==> src/rtl/qspi_bus_arbiter.sv <==
// qspi_bus_arbiter: shares one QSPI master engine between two requesters.
// Port 0 (XIP instruction fetch) has fixed priority. A saturating starvation
// counter forces a port-1 grant after MAX_WAIT back-to-back port-0 grants
// made while port 1 was waiting. One command is latched per grant. It is
// offered to the engine and the arbiter then waits for completion or a
// timeout. The result is routed back to the owning requester.
//
// Engine handshake: eng_valid_o rises with the latched command and holds it
// stable until a cycle where eng_ready_i is also high. That cycle transfers
// the command. eng_valid_o drops on the following cycle and never
// re-asserts for the same command.
//
// All outputs come straight from flops. No input reaches an output
// combinationally.
module qspi_bus_arbiter #(
  parameter int ADDR_W   = 24,
  parameter int DATA_W   = 32,
  parameter int MAX_WAIT = 8,
  parameter int TIMEOUT  = 4096
) (
  input  logic              clk_i,
  input  logic              reset_i,
  input  logic              m0_req_i,
  input  logic [7:0]        m0_cmd_i,
  input  logic [ADDR_W-1:0] m0_addr_i,
  input  logic [DATA_W-1:0] m0_wdata_i,
  input  logic              m0_we_i,
  output logic              m0_gnt_o,
  output logic              m0_done_o,
  output logic              m0_err_o,
  output logic [DATA_W-1:0] m0_rdata_o,
  input  logic              m1_req_i,
  input  logic [7:0]        m1_cmd_i,
  input  logic [ADDR_W-1:0] m1_addr_i,
  input  logic [DATA_W-1:0] m1_wdata_i,
  input  logic              m1_we_i,
  output logic              m1_gnt_o,
  output logic              m1_done_o,
  output logic              m1_err_o,
  output logic [DATA_W-1:0] m1_rdata_o,
  output logic              eng_valid_o,
  input  logic              eng_ready_i,
  output logic [7:0]        eng_cmd_o,
  output logic [ADDR_W-1:0] eng_addr_o,
  output logic [DATA_W-1:0] eng_wdata_o,
  output logic              eng_we_o,
  input  logic              eng_done_i,
  input  logic [DATA_W-1:0] eng_rdata_i,
  output logic              busy_o,
  output logic              owner_o,
  output logic [1:0]        dbg_state_o
);

  typedef enum logic [1:0] {
    IDLE      = 2'd0,
    ISSUE     = 2'd1,
    WAIT_DONE = 2'd2
  } state_t;

  localparam int SW = $clog2(MAX_WAIT + 1);
  localparam int TW = $clog2(TIMEOUT);
  localparam logic [SW-1:0] STARVE_MAX = SW'(MAX_WAIT);
  localparam logic [TW-1:0] TMO_LAST   = TW'(TIMEOUT - 1);

  state_t          state_q, state_d;
  logic [SW-1:0]   starve_q, starve_d;
  logic [TW-1:0]   tmo_q, tmo_d;
  logic            owner_d, valid_d, busy_d;
  logic            gnt0_d, gnt1_d, done0_d, done1_d, err0_d, err1_d;
  logic            load_cmd, load_rd0, load_rd1;
  logic            win1;

  assign dbg_state_o = state_q;

  // Port 1 wins when it is alone, or when port 0 has used up its quota.
  assign win1 = m1_req_i & (~m0_req_i | (starve_q == STARVE_MAX));

  // Next-state and next-output decisions; everything is registered below.
  always_comb begin
    state_d  = state_q;
    starve_d = starve_q;
    tmo_d    = tmo_q;
    owner_d  = owner_o;
    valid_d  = eng_valid_o;
    gnt0_d   = 1'b0;
    gnt1_d   = 1'b0;
    done0_d  = 1'b0;
    done1_d  = 1'b0;
    err0_d   = 1'b0;
    err1_d   = 1'b0;
    load_cmd = 1'b0;
    load_rd0 = 1'b0;
    load_rd1 = 1'b0;
    case (state_q)
      IDLE: begin
        if (m0_req_i || m1_req_i) begin
          state_d  = ISSUE;
          load_cmd = 1'b1;
          owner_d  = win1;
          valid_d  = 1'b1;
          gnt0_d   = ~win1;
          gnt1_d   = win1;
          // Quota only accumulates while port 1 is actually being held off.
          if (win1 || !m1_req_i) begin
            starve_d = '0;
          end else if (starve_q != STARVE_MAX) begin
            starve_d = starve_q + SW'(1);
          end
        end
      end
      ISSUE: begin
        if (eng_ready_i) begin
          state_d = WAIT_DONE;
          valid_d = 1'b0;
          tmo_d   = '0;
        end
      end
      WAIT_DONE: begin
        // A done arriving on the expiry cycle still counts as success.
        if (eng_done_i) begin
          state_d  = IDLE;
          done0_d  = ~owner_o;
          done1_d  = owner_o;
          load_rd0 = ~owner_o;
          load_rd1 = owner_o;
        end else if (tmo_q == TMO_LAST) begin
          state_d = IDLE;
          done0_d = ~owner_o;
          done1_d = owner_o;
          err0_d  = ~owner_o;
          err1_d  = owner_o;
        end else begin
          tmo_d = tmo_q + TW'(1);
        end
      end
      default: state_d = IDLE;
    endcase
    busy_d = (state_d != IDLE);
  end

  // State, counters and control/status outputs.
  always_ff @(posedge clk_i or posedge reset_i) begin
    if (reset_i) begin
      state_q     <= IDLE;
      starve_q    <= '0;
      tmo_q       <= '0;
      owner_o     <= 1'b0;
      eng_valid_o <= 1'b0;
      busy_o      <= 1'b0;
      m0_gnt_o    <= 1'b0;
      m1_gnt_o    <= 1'b0;
      m0_done_o   <= 1'b0;
      m1_done_o   <= 1'b0;
      m0_err_o    <= 1'b0;
      m1_err_o    <= 1'b0;
    end else begin
      state_q     <= state_d;
      starve_q    <= starve_d;
      tmo_q       <= tmo_d;
      owner_o     <= owner_d;
      eng_valid_o <= valid_d;
      busy_o      <= busy_d;
      m0_gnt_o    <= gnt0_d;
      m1_gnt_o    <= gnt1_d;
      m0_done_o   <= done0_d;
      m1_done_o   <= done1_d;
      m0_err_o    <= err0_d;
      m1_err_o    <= err1_d;
    end
  end

  // Command latch: captures the winner's fields on the grant cycle.
  always_ff @(posedge clk_i or posedge reset_i) begin
    if (reset_i) begin
      eng_cmd_o   <= '0;
      eng_addr_o  <= '0;
      eng_wdata_o <= '0;
      eng_we_o    <= 1'b0;
    end else if (load_cmd) begin
      eng_cmd_o   <= win1 ? m1_cmd_i   : m0_cmd_i;
      eng_addr_o  <= win1 ? m1_addr_i  : m0_addr_i;
      eng_wdata_o <= win1 ? m1_wdata_i : m0_wdata_i;
      eng_we_o    <= win1 ? m1_we_i    : m0_we_i;
    end
  end

  // Read data return: only a successful completion updates the owner's word.
  always_ff @(posedge clk_i or posedge reset_i) begin
    if (reset_i) begin
      m0_rdata_o <= '0;
      m1_rdata_o <= '0;
    end else begin
      if (load_rd0) m0_rdata_o <= eng_rdata_i;
      if (load_rd1) m1_rdata_o <= eng_rdata_i;
    end
  end

endmodule

==> config.mk <==
export PLATFORM = sky130hd
export DESIGN_NAME = qspi_bus_arbiter
export DESIGN_NICKNAME = d
export VERILOG_FILES = /design/src/rtl/qspi_bus_arbiter.sv
export SDC_FILE = /design/constraint.sdc
export NUM_CORES = 1
export LEC_CHECK = 0
export CAP_MARGIN = 20
export CORE_MARGIN = 3
export CORE_UTILIZATION = 40
export DETAILED_ROUTE_END_ITERATION = 16
export PLACE_DENSITY = 0.89
export SLEW_MARGIN = 20
export SYNTH_ARGS = -nofsm -noshare
export SYNTH_HDL_FRONTEND = slang
export SYNTH_SLANG_ARGS = --single-unit
==> constraint.sdc <==
create_clock -name clk_i -period 10.7 [get_ports clk_i]
set_input_delay 2.14 -clock clk_i [delete_from_list [all_inputs] [get_ports clk_i]]
set_output_delay 2.14 -clock clk_i [all_outputs]
set_load 0.03 [all_outputs]
==> results of run 1 <==
## how the worst max path moves through the flow
| stage | startpoint | end | slack, ps | cells after the start |
|---|---|---|---|---|
| finish | dbg_state_o[0]$_DFF_PP0_ | dbg_state_o[0] | 6760 | 1 |
| global placement | m0_req_i | owner_o$_DFFE_PP0P_ | 6370 | 7 |
| global route | m0_req_i | eng_wdata_o[24]$_DFFE_PP0P_ | 6640 | 7 |
| detailed placement | m0_req_i | eng_wdata_o[24]$_DFFE_PP0P_ | 6300 | 7 |
| CTS | dbg_state_o[0]$_DFF_PP0_ | dbg_state_o[0] | 6740 | 1 |
| floorplan | reset_i | busy_o$_DFF_PP0_ | 4350 | 1 |
## synth_stat cells (4+ instances only)
library cell and instances:
dfrtp_1 156, a21oi_1 75, nor2_1 72, o2bb2ai_1 65, mux2_2 64, clkbuf_1 19, buf_2 15, nand2_1 12
nand3_1 8, o21ai_0 7, o31ai_1 7, inv_1 6, buf_6 4, or4_1 4
## cells by family after synthesis
family / after synthesis
AND/OR/NAND/NOR: 126
buffers and inverters: 46
adder cells (fa/ha/maj): 3
flip-flops: 156
AO/OA/AOI/OAI: 168
multiplexers: 65
## state kept, by name (all words and copies together) (netlist names)
name         flops
eng_addr_o      24
m1_done_o        1
m1_err_o         1
tmo_q           12
busy_o           1
m1_gnt_o         1
starve_q         4
eng_valid_o      1
m0_gnt_o         1
dbg_state_o      2
m0_err_o         1
eng_cmd_o        8
m1_rdata_o      32
m0_rdata_o      32
eng_we_o         1
eng_wdata_o     32
m0_done_o        1
owner_o          1
## power by group through the flow
stage	logic, W	clock network (W)	registers [W]
final	0.00164	0.000610	0.00101
after global routing	0.00174	0.000652	0.00104
after CTS	0.00166	0.000622	0.00101
after detailed placement	0.00166	0	0.00102
after global placement	0.00162	0	0.00101
after floorplan	0.000447	0	0.00150
## worst register-to-register path: stages (launching register included)
cell,delay (ps)
dfrtp_1,410
inv_1,80
ha_1,200
and3b_1,210
o21ai_4,120
buf_4,560
nor3_2,80
buf_4,360
o2bb2ai_1,280
## metal layers
layer	wire length [microns]	global-route usage (%)
met5	0	0
met4	345	7.11
met3	1970	8.31
met2	10000	36.6
met1	7540	25.0
## cell type report
| class | count | area [sq um] | area share, % |
|---|---|---|---|
| flip-flops and latches | 156 | 3900 | 37.3 |
| multi-input cells | 362 | 2560 | 24.4 |
| clock inverters | 15 | 164 | 1.56 |
| repair buffers | 314 | 3130 | 29.8 |
| clock buffers | 17 | 425 | 4.06 |
| diodes | 1 | 2.50 | 0.0239 |
| well taps | 216 | 270 | 2.58 |
| inverters | 6 | 27.5 | 0.263 |
## stage by stage
stage / total power [W] / cells / hold WS [ps] / setup slack (ps)
floorplan: 0.00194 / 564 / 487 / 4350
global placement: 0.00263 / 1054 / 486 / 6370
CTS: 0.00329 / 1086 / 507 / 6740
global route: 0.00343 / 1087 / 514 / 6640
finish: 0.00326 / 1087 / 503 / 6760
detailed placement: 0.00267 / 1054 / 494 / 6300
## layout by cell type, fill, tap and decap left out, drive strengths merged, types with 8 or more instances in the layout
master         netlist  final
clkdlybuf4s50        0    307
dfrtp              156    156
a21oi               75     75
nor2                72     72
o2bb2ai             65     65
mux2                64     64
clkbuf              20     17
nand2               12     12
inv                  6     12
o21ai               10     10
nand3                8      8
==> out/metrics.yaml, run 1 <==
timing:
  tightest_slew_ps: 840
  final-max-slew-violation-count: 0
  min_period_ps: 3940
  setup-violations-final: 0
  fin_crit_sh_pct: 36.9
  fmaxAchievable_mhz: 254
  hold_viol: 0
  finalSetupTns_ps: 0
  slew_headroom_pct: 44.0
  clock_skew_ps: 9.85
  rsz0062_at_grt: "no"
cells_and_area:
  fin_area_sq_um: 10500
  nets: 1028
  n_fill_cell: 1201
  post-route-util_pct: 65.2
  drive_gt1_share_pct: 13.6
  area_delta_synth_final_pct: 57.5
cts:
  clk_latency_ps: 420
  cts.sinks: 156
  cts.path.max_buffers: 2
  h-tree-depth: 4
  cts_root_buffer: "clkbuf_16"
  clk_pin_slew_worst_paths_ps: 60
  postCtsHoldBufs: 0
  cts_buffers: 17
  postCtsSetupRepairBufs: 0
  cts_tree: "built"
  cts_resized: 0
critical_path:
  worstPathRequired_ps: 8560
  arrival_ps: 1800
  reg2reg_from: "starve_q[0]$_DFFE_PP0P_"
  path_delay_family: "buffers and inverters"
  cp_cell_sequence: "clkdlybuf4s50_1"
  crit_fanout: 12
  worstSetupStartpointType: "flip-flop"
  crit_buf_inv: 1
  cp_slowest_stage_delay_ps: 760
  criticalPathCategory: "reg2out"
  cp_slowest_cell: "clkdlybuf4s50_1"
  reg2regPathDepth: 8
  rrSetupSlack_ps: 8290
  r2r-end: "eng_wdata_o[13]$_DFFE_PP0P_"
  end_kind: "output pin"
synth:
  synth_top_cell_area_share_pct: 58.7
  synth.avg_cell_area_sq_um: 11.8
  synth_area_leader_cell: "dfrtp_1"
  synth_cells: 564
  synth_edf_count: 0
  synthAdderAreaFrac_pct: 0.564
  ys_warn_count: 0
  synthesis.area_sq_um: 6650
  synth_xor_area_share_pct: 0
  synth_top_family_by_area: "compound AO/OA/AOI/OAI gates"
  synth_seq_area_share_pct: 58.7
  synth.distinct_cells: 45
  synth_area_leaders: "dfrtp_1 59%, mux2_2 11%, o2bb2ai_1 8.6%"
  ys_ff_latch: 156
  yosys.area_share.simple_pct: 9.25
  muxShareOfSynthArea_pct: 11.0
  async_flop_share_pct: 100
  synth-main-ff-cell: "dfrtp_1"
  synth_nets: 735
  synth_compound_area_share_pct: 17.0
routing:
  via_per_inst: 5.23
  antenna_left: 0
  drc: 0
  first_pass_iters: 4
  num_vias: 5690
  wl_mm: 19.9
  first_iter_violations: 267
  post_drt_wl_per_cell_microns: 18.3
power_and_ir_drop:
  p_switching_w: 0.00136
  p_leak_nw: 4.25
  p_comb_share_pct: 50.4
  power_density_nw_per_um2: 312
  swShare_pct: 41.6
  share_seq_of_total_power_pct: 30.9
  intPower_w: 0.00191
  clkPwrFrac_pct: 18.7
  ir_drop_v: 0.000171
placement:
  place_congestion: 0.819
  dp_hpwl_mm: 14.2
  portBuffers: 307
  placed_area_sq_um: 9880
hold_path:
  hold_start: "m1_rdata_o[7]$_DFFE_PP0P_"
  hold_path.class: "reg2reg"
  hold-path-cell-count: 1
  hold_path_end: "m1_rdata_o[7]$_DFFE_PP0P_"
global_routing:
  grt_pass1_vias: 5699
  gr-total-overflow: 0
  grt_pass1_wl_mm: 30.6
  grt_usage_pct: 21.5
  antenna_found_initial: 1
  grt_max_degree: 99
floorplan:
  dieArea_sq_um: 18200
  die_y_microns: 135
  pin_count: 308
  core_sq_um: 16100
  num_rows: 46
  initial_core_util_pct: 41.4
  die_x_microns: 135
job:
  max_cap_violations: 0
run_status:
  status: "completed"
Note: power is estimated with default switching activity, not from simulation.
==> run 2: changes to the inputs <==
==> constraint.sdc (replaced) <==
create_clock -name clk_i -period 4.05 [get_ports clk_i]
set_input_delay 0.81 -clock clk_i [delete_from_list [all_inputs] [get_ports clk_i]]
set_output_delay 0.81 -clock clk_i [all_outputs]
set_load 0.03 [all_outputs]
==> out/metrics.yaml, run 2 (synthesized netlist as in run 1, its figures left out) <==
run_status:
  status: "completed"
routing:
  first_iter_violations: 198
  antenna_left: 0
  first_pass_iters: 4
  via_per_inst: 5.27
  drc: 0
  num_vias: 5742
  wl_mm: 20.1
  post_drt_wl_per_cell_microns: 18.4
timing:
  rsz0062_at_grt: "no"
  fin_crit_sh_pct: 64.7
  setup-violations-final: 0
  slew_headroom_pct: 48.7
  final-max-slew-violation-count: 0
  clock_skew_ps: 11.7
  hold_viol: 0
  min_period_ps: 2620
  fmaxAchievable_mhz: 382
  tightest_slew_ps: 768
  finalSetupTns_ps: 0
floorplan:
  core_sq_um: 16100
  die_x_microns: 135
  pin_count: 308
  num_rows: 46
  dieArea_sq_um: 18200
  die_y_microns: 135
  initial_core_util_pct: 41.4
global_routing:
  grt_pass1_vias: 5868
  grt_max_degree: 96
  gr-total-overflow: 0
  grt_use_met2_pct: 35.2
  grt_use_met1_pct: 24.8
  grt_usage_pct: 21.7
  antenna_found_initial: 2
  grt_pass1_wl_mm: 30.7
  grt_most_used_layer: "met2"
  gr-usage-met3_pct: 9.13
cts:
  clk_pin_slew_worst_paths_ps: 60
  cts_resized: 0
  cts_root_buffer: "clkbuf_16"
  cts.sinks: 156
  clk_latency_ps: 410
  cts.path.max_buffers: 2
  h-tree-depth: 4
  cts_tree: "built"
  postCtsHoldBufs: 0
  postCtsSetupRepairBufs: 0
  cts_buffers: 17
cells_and_area:
  drive_gt1_share_pct: 13.8
  layout_commonest_cell: "clkdlybuf4s50_1"
  reg_top3: "eng_wdata_o x32, m0_rdata_o x32, m1_rdata_o x32"
  nets: 1030
  mostFrequentLayoutCells: "307 x clkdlybuf4s50_1, 156 x dfrtp_1, 75 x a21oi_1"
  instances_no_fill: 1090
  post-route-util_pct: 65.5
  area_delta_synth_final_pct: 58.1
critical_path:
  cp_slowest_cell: "clkdlybuf4s50_1"
  worstSetupStartpointType: "flip-flop"
  cp_slowest_stage_delay_ps: 770
  path_delay_family: "buffers and inverters"
  crit_buf_inv: 1
  cp_cell_sequence: "clkdlybuf4s50_1"
  worstPathRequired_ps: 3240
  criticalPathCategory: "reg2out"
  crit_fanout: 12
  rrSetupSlack_ps: 1870
  arrival_ps: 1810
  end_kind: "output pin"
power_and_ir_drop:
  ir_drop_v: 0.000398
  p_leak_nw: 4.26
  power_density_nw_per_um2: 818
hold_path:
  hold_path.class: "reg2reg"
job:
  max_cap_violations: 0
placement:
  portBuffers: 307
  place_congestion: 0.829
  dp_hpwl_mm: 14.7
  placed_cells: 1056
-- run 2: power breakdown --
part,switching [W],internal (W)
sequential,0.000416,0.00225
combinational,0.00251,0.00189
clock,0.000663,0.000877
total,0.00359,0.00502
-- run 2: worst paths after layout --
check                                          start                          end  depth (start not counted)
hold / removal             m0_rdata_o[1]$_DFFE_PP0P_    m0_rdata_o[1]$_DFFE_PP0P_                          1
min in group asynchronous                    reset_i           m0_gnt_o$_DFF_PP0_                          2
setup / recovery            dbg_state_o[0]$_DFF_PP0_               dbg_state_o[0]                          1
hold reg to reg            m0_rdata_o[1]$_DFFE_PP0P_    m0_rdata_o[1]$_DFFE_PP0P_                          1
setup reg to reg             starve_q[0]$_DFFE_PP0P_  eng_wdata_o[11]$_DFFE_PP0P_                          7
max in group asynchronous                    reset_i      starve_q[1]$_DFFE_PP0P_                          3
-- run 2: cell type report --
| cell class | instances | area (sq um) |
|---|---|---|
| clock buffer | 18 | 439 |
| sequential | 156 | 3900 |
| tap | 216 | 270 |
| antenna | 2 | 5.00 |
| inverter | 6 | 26.3 |
| clock inverter | 14 | 135 |
| timing repair buffer | 316 | 3180 |
| fill | 1209 | 5540 |
| multi-input combinational | 362 | 2560 |
-- run 2: through the flow --
step	power (W)	worst slack, ps	hold slack (ps)	area [sq um]
6_report	0.00861	1430	502	10500
5_1_grt	0.00905	1360	511	10500
4_1_cts	0.00868	1400	505	10500
3_5_place_dp	0.00710	1230	490	9940
3_3_place_gp	0.00697	1290	466	9940
2_1_floorplan	0.00514	1270	487	6660
-- run 2: layer usage --
layer / up-vias / share of wire [%]
met3: 42 / 10
met4: 0 / 4.0
met1: 2775 / 37
met2: 283 / 48
met5: - / 0
li1: 2642 / -
==> run 3: changes to the inputs <==
--- a/config.mk
+++ b/config.mk
@@ -7,7 +7,7 @@
 export LEC_CHECK = 0
 export CAP_MARGIN = 20
 export CORE_MARGIN = 3
-export CORE_UTILIZATION = 40
+export CORE_UTILIZATION = 38
 export DETAILED_ROUTE_END_ITERATION = 16
 export PLACE_DENSITY = 0.89
 export SLEW_MARGIN = 20
==> constraint.sdc (replaced) <==
create_clock -name clk_i -period 2.3 [get_ports clk_i]
set_input_delay 0.46 -clock clk_i [delete_from_list [all_inputs] [get_ports clk_i]]
set_output_delay 0.46 -clock clk_i [all_outputs]
set_load 0.03 [all_outputs]
==> out/metrics.yaml, run 3 (synthesized netlist as in run 1, its figures left out) <==
run_status:
  status: "completed"
floorplan:
  num_rows: 47
  die_y_microns: 138
  core_sq_um: 16900
  dieArea_sq_um: 19100
  pin_count: 308
  initial_core_util_pct: 39.4
  die_x_microns: 138
placement:
  dp_hpwl_mm: 15.7
  placed_cells: 1071
  pre_cts_slack_ps: 97.9
  place_congestion: 0.859
  portBuffers: 307
timing:
  clock_skew_ps: 14.6
  final-max-slew-violation-count: 0
  min_period_ps: 2150
  fmaxAchievable_mhz: 466
  fin_crit_sh_pct: 93.4
  worst_slack_ps: 153
  setup-violations-final: 0
  tightest_slew_ps: 474
  rsz0062_at_grt: "no"
  hold_viol: 0
  slew_headroom_pct: 68.3
critical_path:
  criticalPathCategory: "reg2out"
  critPathLaunch: "owner_o$_DFFE_PP0P_"
  cp_slowest_cell: "clkdlybuf4s50_1"
  worstSetupStartpointType: "flip-flop"
  arrival_ps: 1690
  reg2reg_from: "tmo_q[0]$_DFFE_PP0P_"
  worstPathRequired_ps: 1840
  crit_fanout: 7
  crit_buf_inv: 1
  cp_cell_sequence: "clkdlybuf4s50_1"
  path_delay_family: "buffers and inverters"
  end_kind: "output pin"
  cp_slowest_stage_delay_ps: 760
cells_and_area:
  reg_top3: "eng_wdata_o x32, m0_rdata_o x32, m1_rdata_o x32"
  nets: 1041
  post-route-util_pct: 63.4
  multi_input_area_sq_um: 2560
  n_fill_cell: 1279
  instances_no_fill: 1105
  drive_gt1_share_pct: 14.9
  regArea_sq_um: 3910
  mostFrequentLayoutCells: "307 x clkdlybuf4s50_1, 154 x dfrtp_1, 75 x a21oi_1"
  area_delta_synth_final_pct: 60.8
  layout_commonest_cell: "clkdlybuf4s50_1"
global_routing:
  grt_pass1_wl_mm: 33.3
  grt_usage_pct: 21.8
  gr-total-overflow: 0
  antenna_found_initial: 2
  grt_max_degree: 62
  grt_pass1_vias: 6078
routing:
  num_vias: 5793
  wl_mm: 21.2
  first_iter_violations: 278
  drc: 0
  via_per_inst: 5.24
  antenna_left: 0
  post_drt_wl_per_cell_microns: 19.2
  first_pass_iters: 4
power_and_ir_drop:
  p_leak_nw: 4.34
  power_density_nw_per_um2: 1450
  ir_drop_v: 0.000850
cts:
  cts_root_buffer: "clkbuf_16"
  h-tree-depth: 4
  clk_pin_slew_worst_paths_ps: 70
  postCtsHoldBufs: 0
  cts_buffers: 17
  cts_tree: "built"
  clk_latency_ps: 420
  cts_resized: 1
  postCtsSetupRepairBufs: 0
  cts.sinks: 156
  cts.path.max_buffers: 2
hold_path:
  hold_path.class: "in2async"
job:
  max_cap_violations: 0
==> run 3: layout make-up <==
type | instances | area share [%]
Inverter | 6 | 0.246
Timing Repair Buffer | 327 | 31.3
Sequential cell | 156 | 36.5
Clock buffer | 18 | 4.01
Clock inverter | 14 | 1.40
Antenna cell | 2 | 0.0468
Tap cell | 220 | 2.57
Multi-Input combinational cell | 362 | 23.9
==> run 3: final timing paths <==
check                                             end  slack, ps  depth (start not counted)
hold reg to reg             m1_rdata_o[0]$_DFFE_PP0P_        510                          1
max in group asynchronous   m0_rdata_o[5]$_DFFE_PP0P_       1250                          3
setup / recovery                              owner_o        150                          1
min in group clk_i          m1_rdata_o[0]$_DFFE_PP0P_        510                          1
hold / removal             m0_rdata_o[18]$_DFFE_PP0P_        380                          2
setup reg to reg                 tmo_q[5]$_DFFE_PP0P_        440                          5
==> run 3: metrics by stage <==
stage                     cell area (sq um)  power [W]  hold slack [ps]  setup TNS [ps]
after CTS                             10700     0.0156              366               0
after detailed placement              10100     0.0128              493               0
after global routing                  10700     0.0163              376               0
after floorplan                        6660    0.00905              487          -20730
final                                 10700     0.0155              380               0
after global placement                10100     0.0125              486               0
==> run 3: routing by layer <==
metal	vias up	track usage, %	routed length [microns]
met1	2828	24.9	8110
met4	0	7.07	378
li1	2672	-	-
met2	265	37.4	10800
met5	-	0	0
met3	28	8.98	1940
==> run 3: where the power goes <==
part	leakage, nW	switching (W)	internal [W]
Combinational	2.18	0.00449	0.00348
Sequential	1.88	0.000767	0.00397
Clock	0.281	0.00126	0.00154
Total	4.34	0.00651	0.00899
